<file path="src/rtl/arena_pkg.sv">
// Shared arena geometry, cell encoding and scan-state type for the arena
// initialiser / reader / cursor family.
package arena_pkg;

    localparam int ARENA_ROWS  = 10;
    localparam int ARENA_COLS  = 10;
    localparam int ARENA_CELLS = ARENA_ROWS * ARENA_COLS;
    localparam int ARENA_IDX_W = $clog2(ARENA_CELLS);
    localparam int ARENA_RC_W  = 4;

    localparam logic CELL_EMPTY = 1'b0;
    localparam logic CELL_SOLID = 1'b1;

    typedef enum logic [1:0] {
        IDLE = 2'd0,
        SCAN = 2'd1,
        DONE = 2'd2
    } scan_state_e;

endpackage

</file>
<file path="src/rtl/arena_cursor.sv">
// Row-major arena cursor: row/col pair plus a flat index counter kept in step,
// so callers get row*COLS+col without a multiplier. last_o flags the final cell.
module arena_cursor
    import arena_pkg::*;
#(
    parameter int ROWS  = ARENA_ROWS,
    parameter int COLS  = ARENA_COLS,
    parameter int IDX_W = ARENA_IDX_W
) (
    input  logic                  clk,
    input  logic                  rst_n,
    input  logic                  clr_i,
    input  logic                  adv_i,
    output logic [ARENA_RC_W-1:0] row_o,
    output logic [ARENA_RC_W-1:0] col_o,
    output logic [IDX_W-1:0]      idx_o,
    output logic                  last_o
);

    logic [ARENA_RC_W-1:0] row_q, row_d;
    logic [ARENA_RC_W-1:0] col_q, col_d;
    logic [IDX_W-1:0]      idx_q, idx_d;
    logic                  col_wrap;

    assign col_wrap = (col_q == ARENA_RC_W'(COLS - 1));

    // Clear has priority so a restart never sees a stale advance.
    always_comb begin
        row_d = row_q;
        col_d = col_q;
        idx_d = idx_q;
        if (clr_i) begin
            row_d = '0;
            col_d = '0;
            idx_d = '0;
        end else if (adv_i) begin
            idx_d = idx_q + IDX_W'(1);
            if (col_wrap) begin
                col_d = '0;
                row_d = row_q + ARENA_RC_W'(1);
            end else begin
                col_d = col_q + ARENA_RC_W'(1);
            end
        end
    end

    always_ff @(posedge clk or negedge rst_n) begin
        if (!rst_n) begin
            row_q <= '0;
            col_q <= '0;
            idx_q <= '0;
        end else begin
            row_q <= row_d;
            col_q <= col_d;
            idx_q <= idx_d;
        end
    end

    assign row_o  = row_q;
    assign col_o  = col_q;
    assign idx_o  = idx_q;
    assign last_o = (row_q == ARENA_RC_W'(ROWS - 1)) && col_wrap;

endmodule

</file>
<file path="src/rtl/arena_cell_reader.sv">
// Streams a snapshot of the flat arena occupancy map one cell per beat over
// valid/ready, optionally skipping empty cells, and reports the occupied count.
module arena_cell_reader
    import arena_pkg::*;
#(
    parameter int ROWS  = ARENA_ROWS,
    parameter int COLS  = ARENA_COLS,
    parameter int CELLS = ROWS * COLS,
    parameter int IDX_W = $clog2(CELLS)
) (
    input  logic             clk,
    input  logic             rst_n,
    input  logic [CELLS-1:0] arena,
    input  logic             start,
    input  logic             skip_empty,
    output logic             busy,
    output logic             out_valid,
    input  logic             out_ready,
    output logic [IDX_W-1:0] out_idx,
    output logic [3:0]       out_row,
    output logic [3:0]       out_col,
    output logic             out_occ,
    output logic             done,
    output logic [IDX_W-1:0] occ_count
);

    scan_state_e           state_q, state_d;
    logic [CELLS-1:0]      snap_q, snap_d;
    logic                  mode_q, mode_d;
    logic [IDX_W-1:0]      occ_q, occ_d;

    logic                  cur_clr, cur_adv, cur_last;
    logic [IDX_W-1:0]      cur_idx;
    logic [ARENA_RC_W-1:0] cur_row, cur_col;
    logic                  cur_occ;
    logic                  hs, step;

    arena_cursor #(
        .ROWS  (ROWS),
        .COLS  (COLS),
        .IDX_W (IDX_W)
    ) u_cursor (
        .clk    (clk),
        .rst_n  (rst_n),
        .clr_i  (cur_clr),
        .adv_i  (cur_adv),
        .row_o  (cur_row),
        .col_o  (cur_col),
        .idx_o  (cur_idx),
        .last_o (cur_last)
    );

    assign cur_occ = snap_q[cur_idx];

    // A cell is retired either by its handshake or, when it is not
    // presented, by simply passing over it in one cycle.
    always_comb begin
        state_d   = state_q;
        snap_d    = snap_q;
        mode_d    = mode_q;
        occ_d     = occ_q;
        cur_clr   = 1'b0;
        cur_adv   = 1'b0;
        out_valid = 1'b0;
        hs        = 1'b0;
        step      = 1'b0;
        case (state_q)
            IDLE: begin
                if (start) begin
                    snap_d  = arena;
                    mode_d  = skip_empty;
                    occ_d   = '0;
                    cur_clr = 1'b1;
                    state_d = SCAN;
                end
            end
            SCAN: begin
                out_valid = !mode_q || (cur_occ != CELL_EMPTY);
                hs        = out_valid && out_ready;
                step      = hs || !out_valid;
                if (hs && (cur_occ == CELL_SOLID)) begin
                    occ_d = occ_q + IDX_W'(1);
                end
                if (step) begin
                    if (cur_last) begin
                        state_d = DONE;
                    end else begin
                        cur_adv = 1'b1;
                    end
                end
            end
            DONE: begin
                state_d = IDLE;
            end
            default: begin
                state_d = IDLE;
            end
        endcase
    end

    always_ff @(posedge clk or negedge rst_n) begin
        if (!rst_n) begin
            state_q <= IDLE;
            snap_q  <= '0;
            mode_q  <= 1'b0;
            occ_q   <= '0;
        end else begin
            state_q <= state_d;
            snap_q  <= snap_d;
            mode_q  <= mode_d;
            occ_q   <= occ_d;
        end
    end

    assign busy      = (state_q == SCAN);
    assign done      = (state_q == DONE);
    assign out_idx   = cur_idx;
    assign out_row   = cur_row;
    assign out_col   = cur_col;
    assign out_occ   = cur_occ;
    assign occ_count = occ_q;

endmodule

</file>
<file path="config.mk">
export PLATFORM = sky130hd
export DESIGN_NAME = arena_cell_reader
export DESIGN_NICKNAME = d
export VERILOG_FILES = /design/src/rtl/arena_pkg.sv /design/src/rtl/arena_cursor.sv /design/src/rtl/arena_cell_reader.sv
export SDC_FILE = /design/constraint.sdc
export NUM_CORES = 1
export LEC_CHECK = 0
export ABC_AREA = 1
export CAP_MARGIN = 20
export CORE_MARGIN = 4
export CORE_UTILIZATION = 51
export CTS_CLUSTER_DIAMETER = 100
export DETAILED_ROUTE_END_ITERATION = 6
export PLACE_DENSITY = 0.79
export SYNTH_ARGS = -nofsm -noshare
export SYNTH_HDL_FRONTEND = slang
export SYNTH_HIERARCHICAL = 1
export SYNTH_SLANG_ARGS = --single-unit
</file>
<file path="constraint.sdc">
create_clock -name clk -period 2.7 [get_ports clk]
set_input_delay 0.405 -clock clk [delete_from_list [all_inputs] [get_ports clk]]
set_output_delay 0.405 -clock clk [all_outputs]
set_load 0.005 [all_outputs]
</file>
# Word-level counts from Yosys, hierarchy flattened
# Cells that the tools add are included.
[classes]
addsub = 4
order_cmp = 1
eq_ne = 8
n_mux = 23
n_reduce_logical = 15
[op_table]
columns = ["cell", "n"]
rows = [
  ["7-bit two-way mux", 4],
  ["4-bit two-way mux", 6],
  ["7-bit by 1-bit adder with 7-bit output, second input constant", 2],
  ["7-bit one-hot mux with 2 select lines", 1],
  ["4-bit by 1-bit adder with 4-bit output, second input constant", 2],
  ["4-bit == test, second input constant", 2],
  ["7-bit by 8-bit less-than comparator with 1-bit output, second input constant", 1],
  ["1-bit binary-select mux with 7-bit select", 1],
  ["1-bit two-way mux", 7],
  ["2-bit two-way mux", 3],
  ["2-bit by 1-bit != test with 1-bit output, second input constant", 3],
  ["3-bit AND reduction", 2],
  ["2-bit nonzero test", 3],
  ["2-bit one-hot mux with 2 select lines", 1],
  ["2-bit AND reduction", 2],
  ["1-bit logical AND", 3],
  ["2-bit by 1-bit == test with 1-bit output, second input constant", 1],
  ["2-bit == test, second input constant", 1],
  ["1-bit logical NOT", 2],
  ["2-bit logical NOT", 1],
  ["1-bit logical OR", 2],
  ["2-bit != test, second input constant", 1],
]
[word_totals]
register_bits = 125
input_bits = 105
out_inout_bits = 26
elab_cells = 58

# Longest topological paths before layout
# Gate-level depths: netlist of run 1.
[logic_depth]
depth_word = 9
ltp_mapped = 21
mapped_depth_nobuf = 18

# Cells and area by module
# Netlist of run 1, hierarchy kept.
[modules_own_cells]
columns = ["module", "n_inst", "cells_each", "area_each_um2", "seq_area_each_um2"]
rows = [
  ["arena_cell_reader", 1, 741, 5383.9, 2752.6],
  ["arena_cursor", 1, 99, 845.8, 375.4],
]

# Worst setup path before layout of run 1
# OpenSTA, ideal clock, no wires.
[synth_path]
path_kind = "flip-flop to flip-flop"
from = "register u_cursor.idx_q[0], in the netlist u_cursor/idx_o[0]"
to = "register u_cursor.row_q[3], in the netlist u_cursor/row_o[3]"
t_arrival_ns = 2.369
required_ns = 2.582
slack_ns = 0.213
path_stages_with_launch = 21
n_path_buf = 3
path_cell_list = "dfrtp_1 -> buf_6 -> inv_6 -> buf_8 -> buf_6 -> nand2_2 -> nand3_1 -> nand3_1 -> nand3_1 -> nand3_1 -> nand2_1 -> nor2_2 -> nand2_2 -> nand2_2 -> nand2_2 -> a21oi_1 -> nor2_4 -> a21oi_4 -> inv_2 -> nand2_1 -> o21ai_2"
[synth_between]
elab_chain_len = 9
[synth_lines]
columns = ["element", "line", "source"]
rows = [
  ["start, declared", "arena_cursor.sv:22", "logic [IDX_W-1:0] idx_q, idx_d;"],
  ["start signal, assigned", "arena_cursor.sv:55", "idx_q <= idx_d;"],
  ["1-bit binary-select mux with 7-bit select *", "arena_cell_reader.sv:53", "assign cur_occ = snap_q[cur_idx];"],
  ["1-bit two-way mux (not written as such) *", "arena_cell_reader.sv:53", ""],
  ["1-bit logical OR *", "arena_cell_reader.sv:78", "out_valid = !mode_q || (cur_occ != CELL_EMPTY);"],
  ["1-bit logical AND / 1-bit logical NOT (equally long branches)", "arena_cell_reader.sv:79, arena_cell_reader.sv:80", ""],
  ["1-bit logical OR *", "arena_cell_reader.sv:80", "step = hs || !out_valid;"],
  ["1-bit two-way mux *", "arena_cell_reader.sv:84", "if (step) begin"],
  ["1-bit two-way mux *", "arena_cell_reader.sv:67", "case (state_q)"],
  ["named net cur_adv", "arena_cell_reader.sv:32", "logic cur_clr, cur_adv, cur_last;"],
  ["2-bit nonzero test (no line) *", "n/a", ""],
  ["2-bit AND reduction (no line) *", "n/a", ""],
  ["end signal, assigned", "arena_cursor.sv:53", "row_q <= row_d;"],
  ["end, declared", "arena_cursor.sv:20", "logic [ARENA_RC_W-1:0] row_q, row_d;"],
]
# The timed path passes the listed nets; every way through them passes the cells marked *. The select of a mux whose other input is x is not followed.
# A chain may end at the register's enable or synchronous reset.

# Worst setup path after layout of run 1
[layout_path]
from = "register u_cursor.idx_q[0], in the netlist u_cursor/idx_o[0]"
to = "output port out_valid"
[layout_between]
elab_chain_len = 4
[layout_lines]
columns = ["element", "line", "source"]
rows = [
  ["1-bit binary-select mux with 7-bit select", "arena_cell_reader.sv:53", ""],
  ["1-bit two-way mux (not written as such)", "arena_cell_reader.sv:53", ""],
  ["1-bit logical OR", "arena_cell_reader.sv:78", ""],
  ["1-bit two-way mux", "arena_cell_reader.sv:67", ""],
  ["end, declared", "arena_cell_reader.sv:17", "output logic out_valid,"],
]
# Every way passes these cells. The select of a mux whose other input is x is not followed.

==> key figures, run 1 <==
Run status
  – Failing checks: setup timing
  – Outcome: finished with violations

Cells and area
  – Diode count: 0
  – Share of layout cells above drive strength 1: 0.1535
  – Layout area overhead: 42.70%
  – Non-Filler Instances: roughly 1100
  – Design area: between 8000 and 9000 um^2
  – Nets: 1088

Worst setup path
  – WP data arrival: about 2.3 ns
  – Max FO, Critical Path: 24
  – RR Startpoint: u_cursor/idx_o[0]
  – Critical path endpoint category: output port
  – Reg2Reg Depth: 18
  – Crit path kind: flip-flop to output port
  – FF-to-FF setup slack: -0.02 ns
  – Reg2reg end: u_cursor/idx_o[5]
  – Worst EP required: 2.30 ns
  – Worst setup SP type: flip-flop

Logic synthesis
  – Top cells by area, synth: dfrtp_1, nand2_1, nand3_1
  – Netlist Area Pre-Place: a little over 6000 um^2
  – Synth top area share: 0.5021
  – Gate count after technology mapping: 840
  – Syn nets: approximately 950
  – Avg Cell Area, Syn: around 7.4 um^2
  – Sequential share of the synthesized area: 0.5021
  – Flops & latches, synth: around 130
  – Post-synth cell types: 39
  – Syn. warnings: 6
  – Largest area contributor in the netlist: dfrtp_1

Timing
  – Fmax: 366.3 MHz
  – Slew HR: 0.6065
  – # setup viols final: 3
  – Fin. Hold Viols: 0
  – Slew Viols, Final: 0
  – Setup Skew: roughly 0.0064 ns
  – Crit path time final: between 2 and 3 ns
  – RSZ-0062 raised after global routing: yes
  – Post-route setup slack: -0.03006 ns
  – Slew @ Worst Pin: around 0.59 ns
  – Tcrit/Tclk final: 1.011

Global route
  – Global-route wire length before repair: 28600 um
  – Vias in the first global route: just under 6000
  – Initial antenna violation count: 0
  – Total grt overflow: 0
  – Largest net degree at the start of global routing: 110
  – Gr usage total: 0.2534

Detailed routing
  – Iteration-0 DRC Markers: 647
  – Initial DRT Pass Iterations: 5
  – Routed via count: between 6000 and 7000
  – Post-DRT Antenna Nets: 0
  – Final wirelength: roughly 18000 um
  – Wire length per cell: 16.19 um
  – DR DRC count: 0
  – Via/cell ratio: ~5.3

Place
  – DP Area: between 7000 and 8000 um^2
  – Port buffer count: 130
  – Cell Count Post-Placement: ~1100
  – Post-DP HPWL: 10850 um
  – Pre-CTS setup slack: approximately 0.069 ns
  – GPL Wtd Cong: approximately 0.84

Clock network
  – CTS root buf: clkbuf_16
  – CTS Buf Count: 17
  – CTS H-Tree Depth: 4
  – Clock Sinks: about 130
  – Clk_lat worst skew: around 0.42 ns
  – Clk slew on worst S/H paths: about 0.060 ns
  – CTS tree: done
  – CTS max path bufs: 2

Min path
  – Hold Path Class: input port to async pin

Floorplan
  – Die height: around 120 um
  – Core region area: 11960 um^2
  – Initial Util: 0.5208
  – DIE AREA: around 14000 um^2
  – Die Wd: 118.5 um
  – Top Ports: 131
  – Core Rows: 40

Pwr
  – Switch Pwr: roughly 2900 uW
  – Cell Pwr Density: between 900 and 1000 nW/um^2
  – Register share of total power: 0.284
  – Clock share of power: 0.325
  – Leakage: roughly 0.0046 uW
  – VDD IR max: about 0.57 mV
  – Comb power frac: 0.391
  – Sw Ratio: 0.3525
  – Int Power: 5321 uW

Job
  – MaxCap Viol Count: 0
per-layer routing:
| layer | GRT usage | share of wire |
|---|---|---|
| met2 | 0.4004 | 0.48 |
| met5 | 0 | 0 |
| met3 | 0.05837 | 0.076 |
| met4 | 0.1202 | 0.035 |
| met1 | 0.3311 | 0.40 |
cells in the final DEF (no fill, tap or decap), types with 3 or more instances in the layout:
master,count
buf_4,16
a21oi_2,4
nor2_2,3
bufinv_16,7
clkdlybuf4s50_1,127
nor2_4,3
nand2_4,5
dfrtp_1,124
xor2_1,4
ha_1,6
o21ai_0,4
a21oi_1,5
clkinv_2,6
nand2_2,24
nand3_1,64
nand4_1,3
nor2_1,24
nand2_1,432
nand3_2,36
buf_12,6
o21ai_1,4
clkbuf_16,18
inv_1,29
registers in the layout, summed over array words and instances, names as in the netlist:
name,cells
state_q,2
u_cursor/col_o,4
u_cursor/row_o,4
mode_q,1
u_cursor/idx_o,7
snap_q,100
occ_count,7
worst max-delay path, stage by stage (launching register included):
cell and delay, ns:
dfrtp_4 0.50, buf_12 0.19, inv_16 0.12, nand2_1 0.07, a21oi_1 0.25, a21oi_2 0.10, nor2_2 0.17, nor2_4 0.06
nand2_2 0.09, nand2_4 0.09, a21oi_2 0.12, buf_2 0.12
repair_timing:
action,4_1_cts,5_1_grt
pin swaps,15,43
hold buffers,1,0
resized for setup,26,75
cloned,4,2
hold endpoints to repair,24,0
setup endpoints to repair,2,16
setup buffers,7,2
cells by family after synthesis:
| kind of cell | share of synthesized area |
|---|---|
| buf+inv | 0.05704 |
| xor+xnor | 0.008435 |
| simple gates | 0.3961 |
| flops | 0.5021 |
| fa+ha+maj | 0.01205 |
| compound gates | 0.02430 |
synth_stat cells:
library cell and count:
buf_6 2, nand3_2 1, nand2_2 6, nor3_1 2, inv_6 1, o31ai_1 1
nor2_1 26, xnor2_1 2, o21ai_1 3, inv_2 3, nor3b_1 1, o22ai_1 1
nand4_1 3, o21ai_0 5, nand2_4 1, nor2_4 2, buf_1 5, nand2_1 454
dfrtp_1 125, inv_1 30, a21oi_1 10, inv_4 1, or2_2 1, a41oi_1 1
a21oi_4 1, buf_2 11, clkinv_1 1, o21ai_2 1, xor2_1 4, o21bai_1 1
nor3_4 1, nand3_1 99, buf_4 4, a31oi_1 1, clkbuf_1 19, buf_8 1
nand3_4 1, nor2_2 2, ha_1 6
power by group through the flow:
stage | clock (uW) | combinational (uW) | sequential [uW]
floorplan | 0 | 1490 | 2310
global placement | 0 | 2270 | 2350
detailed placement | 0 | 2300 | 2350
CTS | 2690 | 2760 | 2320
global route | 2780 | 3460 | 2360
finish | 2670 | 3210 | 2330
how the worst max path moves through the flow:
stage | start | end | depth (start not counted)
2_1_floorplan | u_cursor/idx_o[0] | u_cursor/row_o[3] | 20
3_3_place_gp | u_cursor/idx_o[0] | out_valid | 12
3_5_place_dp | u_cursor/idx_o[0] | out_valid | 12
4_1_cts | u_cursor/idx_o[0] | u_cursor/idx_o[4] | 19
5_1_grt | u_cursor/idx_o[0] | u_cursor/idx_o[5] | 20
6_report | u_cursor/idx_o[0] | out_valid | 11
layout make-up:
cell class,instances,area (um^2)
clock buffers,19,442.9
well taps,147,183.9
multi-input cells,637,3040
repair buffers,158,1649
fillers,807,3072
clock inverters,13,242.7
repair inverters,2,31.28
flip-flops and latches,125,3132
inverters,36,167.7
stage by stage:
| stage | total power [uW] | setup TNS [ns] | util | hold WS [ns] |
|---|---|---|---|---|
| global placement | 4612 | 0 | 0.6393 | 0.3496 |
| global route | 8601 | -0.6036 | 0.7432 | 0.4757 |
| floorplan | 3793 | 0 | - | 0.1094 |
| CTS | 7759 | 0 | 0.7153 | 0.4447 |
| finish | 8217 | -0.05596 | 0.7432 | 0.4487 |
| detailed placement | 4654 | 0 | 0.6393 | 0.3482 |
(Power assumes the default switching activity.)
==> run 2: changes to the inputs <==
- CTS_CLUSTER_DIAMETER: 100 -> 200
- SYNTH_HIERARCHICAL: 1 -> default
==> run 2 against run 1 <==
Cell area is 3.6% lower; flip-flop and latch count stayed put; the run still ends with setup timing left; setup slack worse by 0.020 ns; largest power group unchanged; power is 11% higher; critical endpoint unchanged; core utilization is 0.51 points lower.
==> key figures, run 2 <==
Run status
  – Outcome: finished with violations
  – Failing checks: setup timing

Floorplan
  – Top Ports: 131 (unchanged)
  – DIE AREA: 13930 um^2 (-0.80%)
  – Die Wd: 118.0 um (-0.40%)
  – Core region area: 11610 um^2 (-2.9%)
  – Die height: 118.0 um (-0.40%)
  – Initial Util: 0.5318 (+0.01097)
  – Core Rows: 39 (-2.5%)

Cells and area
  – Most frequent cells in the layout: nand2_1, clkdlybuf4s50_1, dfrtp_1, inv_1, nor2_1
  – Multi-input logic area: 2689 um^2 (-12%)
  – Max FFs per register: 100 (unchanged)
  – Final Util: 0.7381 (-0.005106)
  – Diode count: 0 (unchanged)
  – Nets: 1082 (-0.55%)
  – Design area: 8572 um^2 (-3.6%)
  – Fillers: 837 (+3.7%)
  – Share of layout cells above drive strength 1: 0.09990 (-0.05364)
  – FF+latch area: 3131 um^2 (about the same)
  – Top reg by flops: snap_q
  – Commonest non-fill, non-tap cell in the layout: nand2_1
  – Layout area overhead: 38.80%

Logic synthesis
  – Largest area contributor in the netlist: dfrtp_1
  – Post-synth cell types: 31 (-21%)
  – Post-synth EDFFs: 0 (unchanged)
  – Syn nets: 940 (-1.2%)
  – Sequential share of the synthesized area: 0.5065 (+0.004374)
  – Top cells by area, synth: dfrtp_1, nand2_1, o21ai_0
  – FFs w/ async S/R, synth: 1.000 (unchanged)
  – Count leader, synth: nand2_1
  – Syn. warnings: 0 (-6)
  – Avg Cell Area, Syn: 7.450 um^2 (+0.45%)
  – Synth cell count leaders: nand2_1, dfrtp_1, nor2_1
  – Netlist Area Pre-Place: 6176 um^2 (-0.86%)
  – Flops & latches, synth: 125 (unchanged)
  – Gate count after technology mapping: 829 (-1.3%)
  – Leading register cell type out of synthesis: dfrtp_1
  – Synth top area share: 0.5065 (+0.004374)

Clock network
  – Clk slew on worst S/H paths: 0.05 ns (about the same)
  – Clock Sinks: 125 (unchanged)
  – CTS max path bufs: 2 (unchanged)
  – Clk_lat worst skew: 0.41 ns (about the same)
  – CTS root buf: clkbuf_16
  – CTS tree: done
  – CTS H-Tree Depth: 4 (unchanged)
  – CTS Buf Count: 17 (unchanged)

Detailed routing
  – Initial DRT Pass Iterations: 6 (+1)
  – Iteration-0 DRC Markers: 476 (-26%)
  – DR DRC count: 0 (unchanged)
  – Via/cell ratio: 5.309 (-0.15%)
  – Post-DRT Antenna Nets: 0 (unchanged)
  – Routed via count: 5967 (-1.3%)
  – Wire length per cell: 14.97 um (-7.5%)
  – Final wirelength: 16830 um (-8.6%)

Global route
  – Gr usage total: 0.2390 (-0.01447)
  – Global-route wire length before repair: 27280 um (-4.6%)
  – Initial antenna violation count: 0 (unchanged)
  – Largest net degree at the start of global routing: 123 (+12%)
  – Total grt overflow: 0 (unchanged)
  – Vias in the first global route: 5807 (-0.82%)

Pwr
  – VDD IR max: 0.4636 mV (-18%)
  – Cell Pwr Density: 1068 nW/um^2 (+16%)
  – Leakage: 0.004323 uW (-5.3%)

Worst setup path
  – Max FO, Critical Path: 8 (-67%)
  – Worst EP required: 2.30 ns (about the same)
  – WP data arrival: 2.35 ns (+0.02 ns)
  – Worst setup SP type: flip-flop
  – Critical path endpoint category: output port
  – Crit path cell chain: buf_12 -> clkinv_8 -> buf_12 -> buf_6 -> o21ai_1 -> o21ai_1 -> nand2_1 -> nand2_1 -> o21bai_1 -> nand3_2 -> nand2_4 -> buf_6 -> a21oi_2 -> buf_2
  – CP max-delay cell: dfrtp_2
  – Slowest stage delay, CP: 0.45 ns (-0.05 ns)
  – Crit path kind: flip-flop to output port

Place
  – Post-DP HPWL: 10770 um (-0.78%)
  – Port buffer count: 130 (unchanged)
  – GPL Wtd Cong: 0.8808 (+5.3%)
  – DP Area: 7671 um^2 (+0.31%)

Timing
  – Fmax: 363.6 MHz (-0.73%)
  – Setup_tns: -0.05010 ns (+0.005854 ns)
  – Crit path time final: 2.750 ns (+0.02005 ns)
  – Slew Viols, Final: 0 (unchanged)
  – # setup viols final: 1 (-2)
  – Fin. Hold Viols: 0 (unchanged)
  – Post-route setup slack: -0.05010 ns (-0.02005 ns)
  – Slew HR: 0.6749 (+0.06845)
  – Slew @ Worst Pin: 0.4876 ns (-0.1020 ns)
  – Setup Skew: 0.004823 ns (-0.001591 ns)
  – Tcrit/Tclk final: 1.019 (+0.007425)
  – RSZ-0062 raised after global routing: yes

Min path
  – Hold Path Class: flip-flop to flip-flop

Job
  – MaxCap Viol Count: 0 (unchanged)
==> run 2: cell count changes after synthesis, moves of 4 or more <==
cell and delta:
nor2_1 +35, nand3_1 -53, buf_1 -5, o21ai_0 +42, inv_1 +29, a21oi_1 +7, nand2_1 -89, xor2_1 +5
clkbuf_1 +4, o21ai_1 +24
==> run 2: layout make-up <==
class | instances | area share
flip-flops and latches | 125 | 0.3652
multi-input cells | 601 | 0.3137
clock buffers | 21 | 0.05488
well taps | 143 | 0.02087
clock inverters | 8 | 0.01080
repair buffers | 163 | 0.2055
inverters | 63 | 0.02905
==> run 2: critical path: cells and delay by family, from the launching register on <==
family          cells  cell delay [ns]
simple gates        4             0.33
flops               1             0.45
buf+inv             6             0.70
compound gates      4             0.44
==> run 2: repair_timing <==
| item | 4_1_cts | 5_1_grt |
|---|---|---|
| pin swaps | 3 | 15 |
| cloned | 3 | 2 |
| endpoints found under the setup margin | 2 | 15 |
| hold endpoints to repair | 33 | 0 |
| resized for setup | 16 | 25 |
| hold buffers | 1 | 0 |
| buffers inserted | 5 | 2 |
==> run 2: final timing paths <==
kind	startpoint	end	slack, ns	cells past startpoint
worst max-delay path	u_cursor.idx_o[0]	out_valid	-0.05	14
worst min-delay path	snap_q[62]	snap_q[62]	0.47	2
worst max register to register	u_cursor.idx_o[0]	u_cursor.row_o[2]	0.14	19
worst min register to register	snap_q[62]	snap_q[62]	0.47	2
max in group asynchronous	rst_n	snap_q[52]	1.52	3
min in group asynchronous	rst_n	occ_count[3]	0.50	2
==> run 2: per-layer routing <==
| layer | part of all wire | global-route usage |
|---|---|---|
| met1 | 0.43 | 0.3197 |
| met2 | 0.46 | 0.3633 |
| met3 | 0.072 | 0.05959 |
| met4 | 0.034 | 0.1187 |
| met5 | 0 | 0 |
==> run 2: where the power goes <==
group	total (uW)	leakage [uW]	switching [uW]	internal (uW)
clock	2190	0.000280	783	1410
combinational	4140	0.00251	2300	1840
sequential	2830	0.00153	404	2430
==> run 2: logic make-up (layout without fill, tap and decap cells) <==
logic type	count (synthesis)	after routing	synth area share
and+or+nand+nor	485	485	0.3098
buffers and inverters	103	255	0.07131
xor gates and xnor gates	10	10	0.01418
AOI/OAI and AO/OA	100	100	0.08610
adders and majority gates	6	6	0.01216
DFF	125	125	0.5065
==> run 2: stage by stage <==
step           std cells  power (uW)  hold WS (ns)  worst slack (ns)
6_report            1124        9154        0.4693          -0.05010
5_1_grt             1124        9743        0.4902           -0.1558
4_1_cts             1120        8824        0.4714         -0.001957
3_5_place_dp        1082        6284        0.3996           0.09291
3_3_place_gp        1082        6203        0.3955            0.1322
2_1_floorplan        829        5024        0.1094            0.7314
==> run 3: changes to the inputs <==
- CTS_CLUSTER_SIZE: default -> 12
- SKIP_LAST_GASP: default -> 1
==> results of run 3 <==
Final layout, timing and power as in run 2 (identical DEF).
Among the figures that moved: number of gates resized after CTS 16 -> 13; wire length of the first global-routing pass 27280 um -> 27300 um; via count of the first global-routing pass 5807 -> 5808; overall routing resource usage 0.2390 -> 0.2391; met1 usage 0.3197 -> 0.3200
